--- src/rtl/diff_power_meter.sv ---
// Differential power detector: forms d = p - n per sample pair and reports
// mean(d^2) and max|d| over windows of 2^LOG2N samples via a valid/ready register.
module diff_power_meter #(
  parameter int DW    = 12,
  parameter int LOG2N = 8
) (
  input  logic                 clk,
  input  logic                 rst_n,
  input  logic                 clr,
  input  logic                 in_valid,
  input  logic signed [DW-1:0] in_p,
  input  logic signed [DW-1:0] in_n,
  input  logic                 out_ready,
  output logic                 out_valid,
  output logic [2*DW:0]        out_power,
  output logic [DW:0]          out_peak,
  output logic                 overrun
);

  localparam int SW = 2*DW + 1;
  localparam int AW = SW + LOG2N;

  function automatic logic [DW:0] abs_d(input logic signed [DW:0] d);
    logic signed [DW:0] neg;
    neg = -d;
    return d[DW] ? $unsigned(neg) : $unsigned(d);
  endfunction

  function automatic logic [DW:0] max_u(input logic [DW:0] a, input logic [DW:0] b);
    return (a > b) ? a : b;
  endfunction

  logic signed [DW:0]     w_d;
  logic signed [DW:0]     r_d_p1;
  logic                   r_vld_p1;
  logic signed [2*DW+1:0] w_ext;
  logic signed [2*DW+1:0] w_prod;
  logic [SW-1:0]          r_sq_p2;
  logic [DW:0]            r_abs_p2;
  logic                   r_vld_p2;
  logic [AW-1:0]          r_acc;
  logic [DW:0]            r_pk;
  logic [LOG2N-1:0]       r_cnt;
  logic [AW-1:0]          w_sum;
  logic [DW:0]            w_pk_next;
  logic [SW-1:0]          w_result;
  logic                   w_close;

  // One extra bit makes the leg difference exact.
  assign w_d = {in_p[DW-1], in_p} - {in_n[DW-1], in_n};

  // Stage 1: differential sample
  always_ff @(posedge clk or negedge rst_n) begin
    if (!rst_n) begin
      r_vld_p1 <= 1'b0;
      r_d_p1   <= '0;
    end else if (clr) begin
      r_vld_p1 <= 1'b0;
    end else begin
      r_vld_p1 <= in_valid;
      if (in_valid) r_d_p1 <= w_d;
    end
  end

  assign w_ext  = {{(DW+1){r_d_p1[DW]}}, r_d_p1};
  assign w_prod = w_ext * w_ext;

  // Stage 2: square and magnitude
  always_ff @(posedge clk or negedge rst_n) begin
    if (!rst_n) begin
      r_vld_p2 <= 1'b0;
      r_sq_p2  <= '0;
      r_abs_p2 <= '0;
    end else if (clr) begin
      r_vld_p2 <= 1'b0;
    end else begin
      r_vld_p2 <= r_vld_p1;
      if (r_vld_p1) begin
        r_sq_p2  <= w_prod[SW-1:0];
        r_abs_p2 <= abs_d(r_d_p1);
      end
    end
  end

  assign w_sum     = r_acc + {{LOG2N{1'b0}}, r_sq_p2};
  assign w_pk_next = max_u(r_pk, r_abs_p2);
  assign w_result  = w_sum[AW-1:LOG2N];
  assign w_close   = r_vld_p2 & (&r_cnt);

  // Stage 3: window accumulation; a closing sample restarts the window in the same edge
  always_ff @(posedge clk or negedge rst_n) begin
    if (!rst_n) begin
      r_acc <= '0;
      r_pk  <= '0;
      r_cnt <= '0;
    end else if (clr) begin
      r_acc <= '0;
      r_pk  <= '0;
      r_cnt <= '0;
    end else if (r_vld_p2) begin
      if (w_close) begin
        r_acc <= '0;
        r_pk  <= '0;
        r_cnt <= '0;
      end else begin
        r_acc <= w_sum;
        r_pk  <= w_pk_next;
        r_cnt <= r_cnt + 1'b1;
      end
    end
  end

  // Result register: a full, undrained register keeps its data and flags the loss
  always_ff @(posedge clk or negedge rst_n) begin
    if (!rst_n) begin
      out_valid <= 1'b0;
      out_power <= '0;
      out_peak  <= '0;
      overrun   <= 1'b0;
    end else if (clr) begin
      out_valid <= 1'b0;
      overrun   <= 1'b0;
    end else if (w_close) begin
      if (!out_valid || out_ready) begin
        out_valid <= 1'b1;
        out_power <= w_result;
        out_peak  <= w_pk_next;
      end else begin
        overrun <= 1'b1;
      end
    end else if (out_valid && out_ready) begin
      out_valid <= 1'b0;
    end
  end

endmodule

--- config.mk ---
export PLATFORM = sky130hd
export DESIGN_NAME = diff_power_meter
export DESIGN_NICKNAME = d
export VERILOG_FILES = /design/src/rtl/diff_power_meter.sv
export SDC_FILE = /design/constraint.sdc
export NUM_CORES = 1
export LEC_CHECK = 0
export BUFFER_PORTS_ARGS = -buffer_cell sky130_fd_sc_hd__buf_2
export CORE_ASPECT_RATIO = 1.2
export CORE_MARGIN = 2
export CORE_UTILIZATION = 59
export CTS_BUF_LIST = sky130_fd_sc_hd__clkbuf_4 sky130_fd_sc_hd__clkbuf_8
export DETAILED_ROUTE_END_ITERATION = 6
export PLACE_DENSITY = 0.8
export REMOVE_ABC_BUFFERS = 1
export SLEW_MARGIN = 20
export SYNTH_ARGS = -nofsm -noshare
export SYNTH_HDL_FRONTEND = slang
export SYNTH_SLANG_ARGS = --single-unit
export TNS_END_PERCENT = 10
--- constraint.sdc ---
create_clock -name clk -period 5.9 [get_ports clk]
set_clock_uncertainty 0.1 [all_clocks]
set_input_delay 1.18 -clock clk [delete_from_list [all_inputs] [get_ports clk]]
set_output_delay 1.18 -clock clk [all_outputs]
set_load 0.005 [all_outputs]
==> results by group, run 1 <==
Outcome
  • Status: finished clean

Critical path
  • Largest delay share family, worst path: adder cells
  • CP Max Fanout: 12
  • Most used cell along the critical path: fa_1
  • Register-to-register setup slack: 110 ps
  • R2R depth: 18
  • CP arrival: roughly 6000 ps
  • Crit end category: flip-flop
  • CP Cell Sequence: buf_4, and2_1, fa_1, fa_1, inv_1, fa_1, inv_1, fa_1, fa_1, ha_1, ha_1, a21oi_1, nor3b_4, a211oi_2, o311ai_1, nand2b_1, xor2_1, mux2_2
  • Worst path slowest cell: fa_1
  • CP Launch Type: flip-flop
  • Worst stage delay on the critical path: 540 ps
  • Crit path required time: 6150 ps
  • Buf/Inv on CP: 3
  • FF-to-FF End: r_sq_p2[23]
  • CP Class: flip-flop to flip-flop
  • Reg2reg start: r_d_p1[10]

Finish
  • Seq. cell area: 0.00364 mm²
  • Final Net Count: 1831
  • Synth-to-Final Area Change: 11.1%
  • Most frequent cells in the layout: inv_1 (218), nand2_1 (210), fa_1 (139), dfrtp_1 (137), ha_1 (119)
  • # diodes: 0
  • Fraction of layout instances using a drive strength above 1: between 10 and 15%
  • Multi-input gate area: 0.00904 mm²
  • # fillers: 1767
  • Commonest non-fill, non-tap cell in the layout: inv_1

Job
  • Max-cap violations: 0

Global routing
  • Grt ovf: 0
  • First-pass GRT wire length: 49.7 mm
  • Pin count of the biggest net entering global routing: 104
  • GR Util All Layers: 25.6%
  • Initial antenna violation count: 0
  • Vias in the first global route: 10500

STA
  • Fin crit share: 98.1%
  • Final setup TNS: 0 ps
  • Slew HR: 29.3%
  • Final Hold Fails: 0
  • RSZ-0062 raised after global routing: true
  • Final-report max-slew violation count: 0
  • Worst Max-Slew Pin Slew: between 1000 and 1500 ps
  • Setup violators final: 0
  • Crit path time final: 5790 ps
  • F_max: approximately 170 MHz

Yosys
  • Sequential area share after synthesis: a little over a quarter
  • Syn avg cell area: 9.32 µm²
  • Syn Std Cell Area: 0.0136 mm²
  • Mapped Cells: around 1500
  • Flops & latches, synth: 145
  • Post-synth EDFFs: 0
  • Synth Flop Type: dfrtp_1
  • Async S/R FF share, synth: 100%
  • YS warnings: 0
  • Count of cell types in the netlist: 66

Clocking
  • Longest Clk Path Bufs: 2
  • CTS tree: done
  • Root buffer cell: clkbuf_8
  • Clock Sinks: 145
  • Max H-tree Level: 4
  • Worst-path clk slew: 100 ps
  • Latest clock arrival within the worst-skew pair: 470 ps
  • Cts bufs inserted: 17

Die
  • Row count: 60
  • Core area: 0.0225 mm²
  • Die W: around 140 µm
  • Total Die Area: 0.0242 mm²
  • Starting Density: 60.2%
  • Chip height: ~170 µm
  • I/O pin count: 69

Drt
  • Post-DRT Antenna Nets: 0
  • Vias: 10400
  • First drt pass iteration count: 6
  • WL per Instance: approximately 16 µm
  • DRC viols: 0
  • Via density: 5.65
  • DRT iter0 DRCs: 515
  • WL final: between 20 and 30 mm

Min path
  • Hold Path Origin: out_power[1]
  • HP Class: flip-flop to flip-flop
  • Endpoint, Worst Hold: out_power[1]
  • WHS Path Cells: 2

Place
  • Port bufs: 68
  • Placer Congestion: 0.906
  • DP Wirelength: 22.8 mm
-- state kept, by name, summed over array words and instances (netlist names) --
signal and flops:
out_power 25, overrun 1, out_peak 13, r_sq_p2 24
r_vld_p1 1, r_cnt 8, r_abs_p2 12, r_d_p1 13
r_pk 13, r_vld_p2 1, r_acc 33, out_valid 1
-- stage by stage --
| step | instances | instance area, µm² | utilization [%] | hold WS [ps] | setup slack [ps] |
|---|---|---|---|---|---|
| after global placement | 1788 | 14400 | 63.8 | 354 | 104 |
| after global routing | 1832 | 15100 | 66.9 | 399 | -130 |
| after CTS | 1820 | 14800 | 65.7 | 379 | 1.62 |
| after detailed placement | 1788 | 14400 | 63.8 | 356 | 47.9 |
| final | 1832 | 15100 | 66.9 | 373 | 114 |
| after floorplan | 1404 | 13400 | - | 349 | 12.6 |
-- cells in the mapped netlist, drive strengths merged, types with 8 or more instances --
library cell,number,area [µm²]
a21oi,47,243
ha,123,1540
fa,139,2780
nand3,14,70.1
a31oi,9,62.6
nand2,213,800
and3,15,93.8
mux2i,17,170
nor2,61,231
o31ai,9,67.6
nand2b,8,50.1
o211ai,9,72.6
xor2,29,254
clkbuf,46,173
and2,23,144
mux2,11,124
a21o,26,195
inv,220,826
dfrtp,145,3630
o21ai,93,473
a22o,29,254
a211oi,12,100
nor2b,15,93.8
xnor2,47,412
or3,14,87.6
nor3,9,50.1
-- cell type report --
type	count	area share, %
Clock buffer	17	1.55
Clock inverter	15	1.27
Inverter	221	5.53
Multi-Input combinational cell	1038	60.0
Sequential cell	145	24.1
Tap cell	279	2.32
Timing Repair Buffer	117	5.20
-- layer usage --
| metal | wire [µm] | share of wire, % | GRT usage, % | vias to the layer above |
|---|---|---|---|---|
| met3 | 1400 | 4.7 | 3.80 | 69 |
| li1 | - | - | - | 4950 |
| met5 | 0 | 0 | 0 | - |
| met1 | 12500 | 42 | 32.7 | 5052 |
| met2 | 14800 | 50 | 44.1 | 286 |
| met4 | 913 | 3.1 | 10.2 | 0 |
-- what timing repair did --
action / 4_1_cts / 5_1_grt
setup buffers: 0 / 11
hold endpoints to repair: 0 / 0
hold buffers: 0 / 0
endpoints found under the setup margin: 0 / 6
resized for setup: 0 / 39
-- kinds of logic (layout without fill, tap and decap cells) --
logic type	Yosys count	count (layout)	synth area share [%]
compound gates	276	276	13.6
xor+xnor	76	76	4.91
fa+ha+maj	262	262	31.9
buf+inv	272	370	7.55
flops	145	145	26.8
mux	28	28	2.17
simple gates	396	396	13.2
-- how the worst max path moves through the flow --
stage,cells after the start,slack (ps),startpoint,to
after floorplan,18,10,r_d_p1[12],r_sq_p2[23]
after global placement,22,100,r_d_p1[1],r_sq_p2[23]
after detailed placement,22,50,r_d_p1[1],r_sq_p2[23]
after CTS,20,2,r_d_p1[5],r_sq_p2[23]
after global routing,18,-130,r_d_p1[10],r_sq_p2[23]
final,18,110,r_d_p1[10],r_sq_p2[23]
-- tightest hold or removal path, cell delays in order, from the launching register on --
cell and delay [ps]:
dfrtp_1 350, nand2_1 50, nand2_1 50
Power of run 1 is left out: the tool's default activity adds up to more than one toggle a clock period on the data nets, which glitch-free logic cannot reach.
==> run 2, diff against run 1 <==
--- a/config.mk
+++ b/config.mk
@@ -11,7 +11,7 @@
 export CORE_UTILIZATION = 59
 export CTS_BUF_LIST = sky130_fd_sc_hd__clkbuf_4 sky130_fd_sc_hd__clkbuf_8
 export DETAILED_ROUTE_END_ITERATION = 6
-export PLACE_DENSITY = 0.8
+export PLACE_DENSITY = 0.85
 export REMOVE_ABC_BUFFERS = 1
 export SLEW_MARGIN = 20
 export SYNTH_ARGS = -nofsm -noshare
==> constraint.sdc (replaced) <==
create_clock -name clk -period 5.9 [get_ports clk]
set_clock_uncertainty 0.1 [all_clocks]
set_input_delay 0.885 -clock clk [delete_from_list [all_inputs] [get_ports clk]]
set_output_delay 0.885 -clock clk [all_outputs]
set_load 0.005 [all_outputs]
==> run 2 against run 1 <==
Compared with the run above:
- global-route usage fell by 0.082 points
- worst hold slack got worse by 19 ps
- core utilization fell by 0.23 points
- critical path type unchanged
- highest routed layer unchanged
- die area did not move
- design area fell by 0.34%
- wire length fell by 0.20%
- register-to-register slack improved by 60 ps
- sequential share of layout area rose by 0.091 points
- count of clock-buffer cells in the layout rose by 1
==> results by group, run 2 (synthesis gave the netlist of run 1 again) <==
Critical path
  • CP arrival: 5990 ps (-50 ps)
  • R2R depth: 19 (+1)
  • CP Launch Type: flip-flop
  • CP Cell Sequence: buf_12, and2_1, ha_1, or2_2, fa_1, inv_1, fa_1, inv_1, fa_1, fa_1, fa_1, ha_1, or3_1, o2111ai_2, a211oi_2, o311ai_1, nand2b_1, xor2_1, mux2_2
  • Crit end category: flip-flop
  • CP Class: flip-flop to flip-flop
  • Most used cell along the critical path: fa_1
  • Worst path slowest cell: fa_1
  • Crit path required time: 6170 ps (+20 ps)
  • Worst stage delay on the critical path: 550 ps (about the same)
  • CP Max Fanout: 16 (+4)

Die
  • Starting Density: 60.2% (unchanged)
  • Total Die Area: 0.0242 mm² (unchanged)
  • I/O pin count: 69 (unchanged)
  • Chip height: 170 µm (unchanged)
  • Row count: 60 (unchanged)
  • Core area: 0.0225 mm² (unchanged)
  • Die W: 142 µm (unchanged)

Finish
  • Final core occ: 66.7% (-0.23 points)
  • Largest register FFs: 33 (unchanged)
  • # diodes: 0 (unchanged)
  • Synth-to-Final Area Change: 10.7%
  • Final Net Count: 1835 (+0.22%)
  • # fillers: 1722 (-2.5%)
  • Most frequent cells in the layout: inv_1 (217), nand2_1 (211), fa_1 (138), dfrtp_1 (136), ha_1 (120)
  • Fraction of layout instances using a drive strength above 1: 14.3% (+0.54 points)
  • Top flop regs: r_acc: 33 flops, out_power: 25 flops, r_sq_p2: 24 flops
  • Multi-input gate area: 0.00902 mm² (-0.19%)
  • Commonest non-fill, non-tap cell in the layout: inv_1
  • Seq. cell area: 0.00364 mm² (about the same)
  • Biggest register: r_acc

Global routing
  • Met2 Use GR: 46.1% (+2.0 points)
  • First-pass GRT wire length: 49.1 mm (-1.1%)
  • Vias in the first global route: 10700 (+1.1%)
  • Met1 Use GR: 30.5% (-2.2 points)
  • GR Util All Layers: 25.5% (-0.082 points)
  • Pin count of the biggest net entering global routing: 91 (-13%)
  • Met3 Track Usage GR: 4.73% (+0.93 points)
  • Initial antenna violation count: 0 (unchanged)
  • Grt ovf: 0 (unchanged)
  • Most Used Layer, Global Route: met2

Place
  • Port bufs: 68 (unchanged)
  • DP Wirelength: 22.9 mm (+0.53%)
  • Placer Congestion: 0.929 (+2.5%)

STA
  • Worst Max-Slew Pin Slew: 1100 ps (+40.1 ps)
  • Crit path time final: 5730 ps (-60.0 ps)
  • F_max: 175 MHz (+1.0%)
  • Hold WS: 354 ps (-18.7 ps)
  • Slew HR: 26.6% (-2.7 points)
  • Fin crit share: 97.0% (-1.0 points)
  • Final-report max-slew violation count: 0 (unchanged)
  • Setup violators final: 0 (unchanged)
  • Final setup TNS: 0 ps (unchanged)
  • Final Hold Fails: 0 (unchanged)

Clocking
  • Cts bufs inserted: 17 (unchanged)
  • CTS tree: done
  • Latest clock arrival within the worst-skew pair: 480 ps (about the same)
  • Root buffer cell: clkbuf_8
  • Clock Sinks: 145 (unchanged)
  • Longest Clk Path Bufs: 2 (unchanged)
  • Worst-path clk slew: 100 ps (about the same)
  • Max H-tree Level: 4 (unchanged)

Drt
  • Vias: 10400 (+0.0097%)
  • DRC viols: 0 (unchanged)
  • WL final: 29.5 mm (-0.20%)
  • DRT iter0 DRCs: 543 (+5.4%)
  • Post-DRT Antenna Nets: 0 (unchanged)
  • First drt pass iteration count: 5 (-1)
  • Via density: 5.64 (-0.21%)
  • WL per Instance: 16.1 µm (-0.42%)

Job
  • Max-cap violations: 0 (unchanged)

Outcome
  • Status: finished clean

Min path
  • HP Class: primary input to asynchronous set/reset pin
-- run 2: changes by cell type in the layout (fill, tap and decap cells not counted), moves of 2 or more --
cell        change
buf_4           +6
clkinvlp_4      +2
ha_4            -2
inv_6           -2
o21ai_1         -2
o21ai_2         +3
-- run 2: worst max-delay path: cells and delay by family, from the launching register on --
kind	cells	cell delay, ps
buffers and inverters	3	280
AO/OA/AOI/OAI	3	640
XOR/XNOR	1	140
flip-flops	1	440
adder cells (fa/ha/maj)	7	2790
multiplexers	1	260
AND/OR/NAND/NOR	4	950
-- run 2: layer usage --
| metal | share of wire, % | up-vias |
|---|---|---|
| li1 | - | 4960 |
| met1 | 41 | 5018 |
| met2 | 51 | 308 |
| met3 | 4.8 | 72 |
| met4 | 3.0 | 0 |
| met5 | 0 | - |
-- run 2: path summary, 6_finish.rpt --
kind	from	to	slack, ps
max in group asynchronous	rst_n	r_sq_p2[5]	4150
max	r_d_p1[6]	r_sq_p2[23]	170
min	rst_n	out_power[18]	350
max reg2reg	r_d_p1[6]	r_sq_p2[23]	170
min reg2reg	out_power[0]	out_power[0]	380
min in group clk	out_power[0]	out_power[0]	380
-- run 2: final cells by class --
cell class	instances	share of cell area, %
well taps	279	2.32
clock buffers	18	1.65
inverters	221	5.57
flip-flops and latches	145	24.2
repair buffers	121	5.16
clock inverters	14	0.991
multi-input cells	1038	60.1
-- run 2: stage by stage --
stage                     area [µm²]  std cells  worst slack [ps]
final                          15000       1836               174
after global routing           15000       1836             -40.2
after CTS                      14800       1820              14.4
after detailed placement       14400       1788             -82.5
after global placement         14400       1788              73.0
after floorplan                13400       1404              12.6
-- run 2: repair_timing --
item	4_1_cts	5_1_grt
endpoints found under the hold margin	0	0
hold buffers	0	0
setup endpoints to repair	2	5
buffers inserted	0	16
gates cloned	0	0
pin swaps	0	9
resized for setup	5	36
Power of run 2 is left out for the same reason.
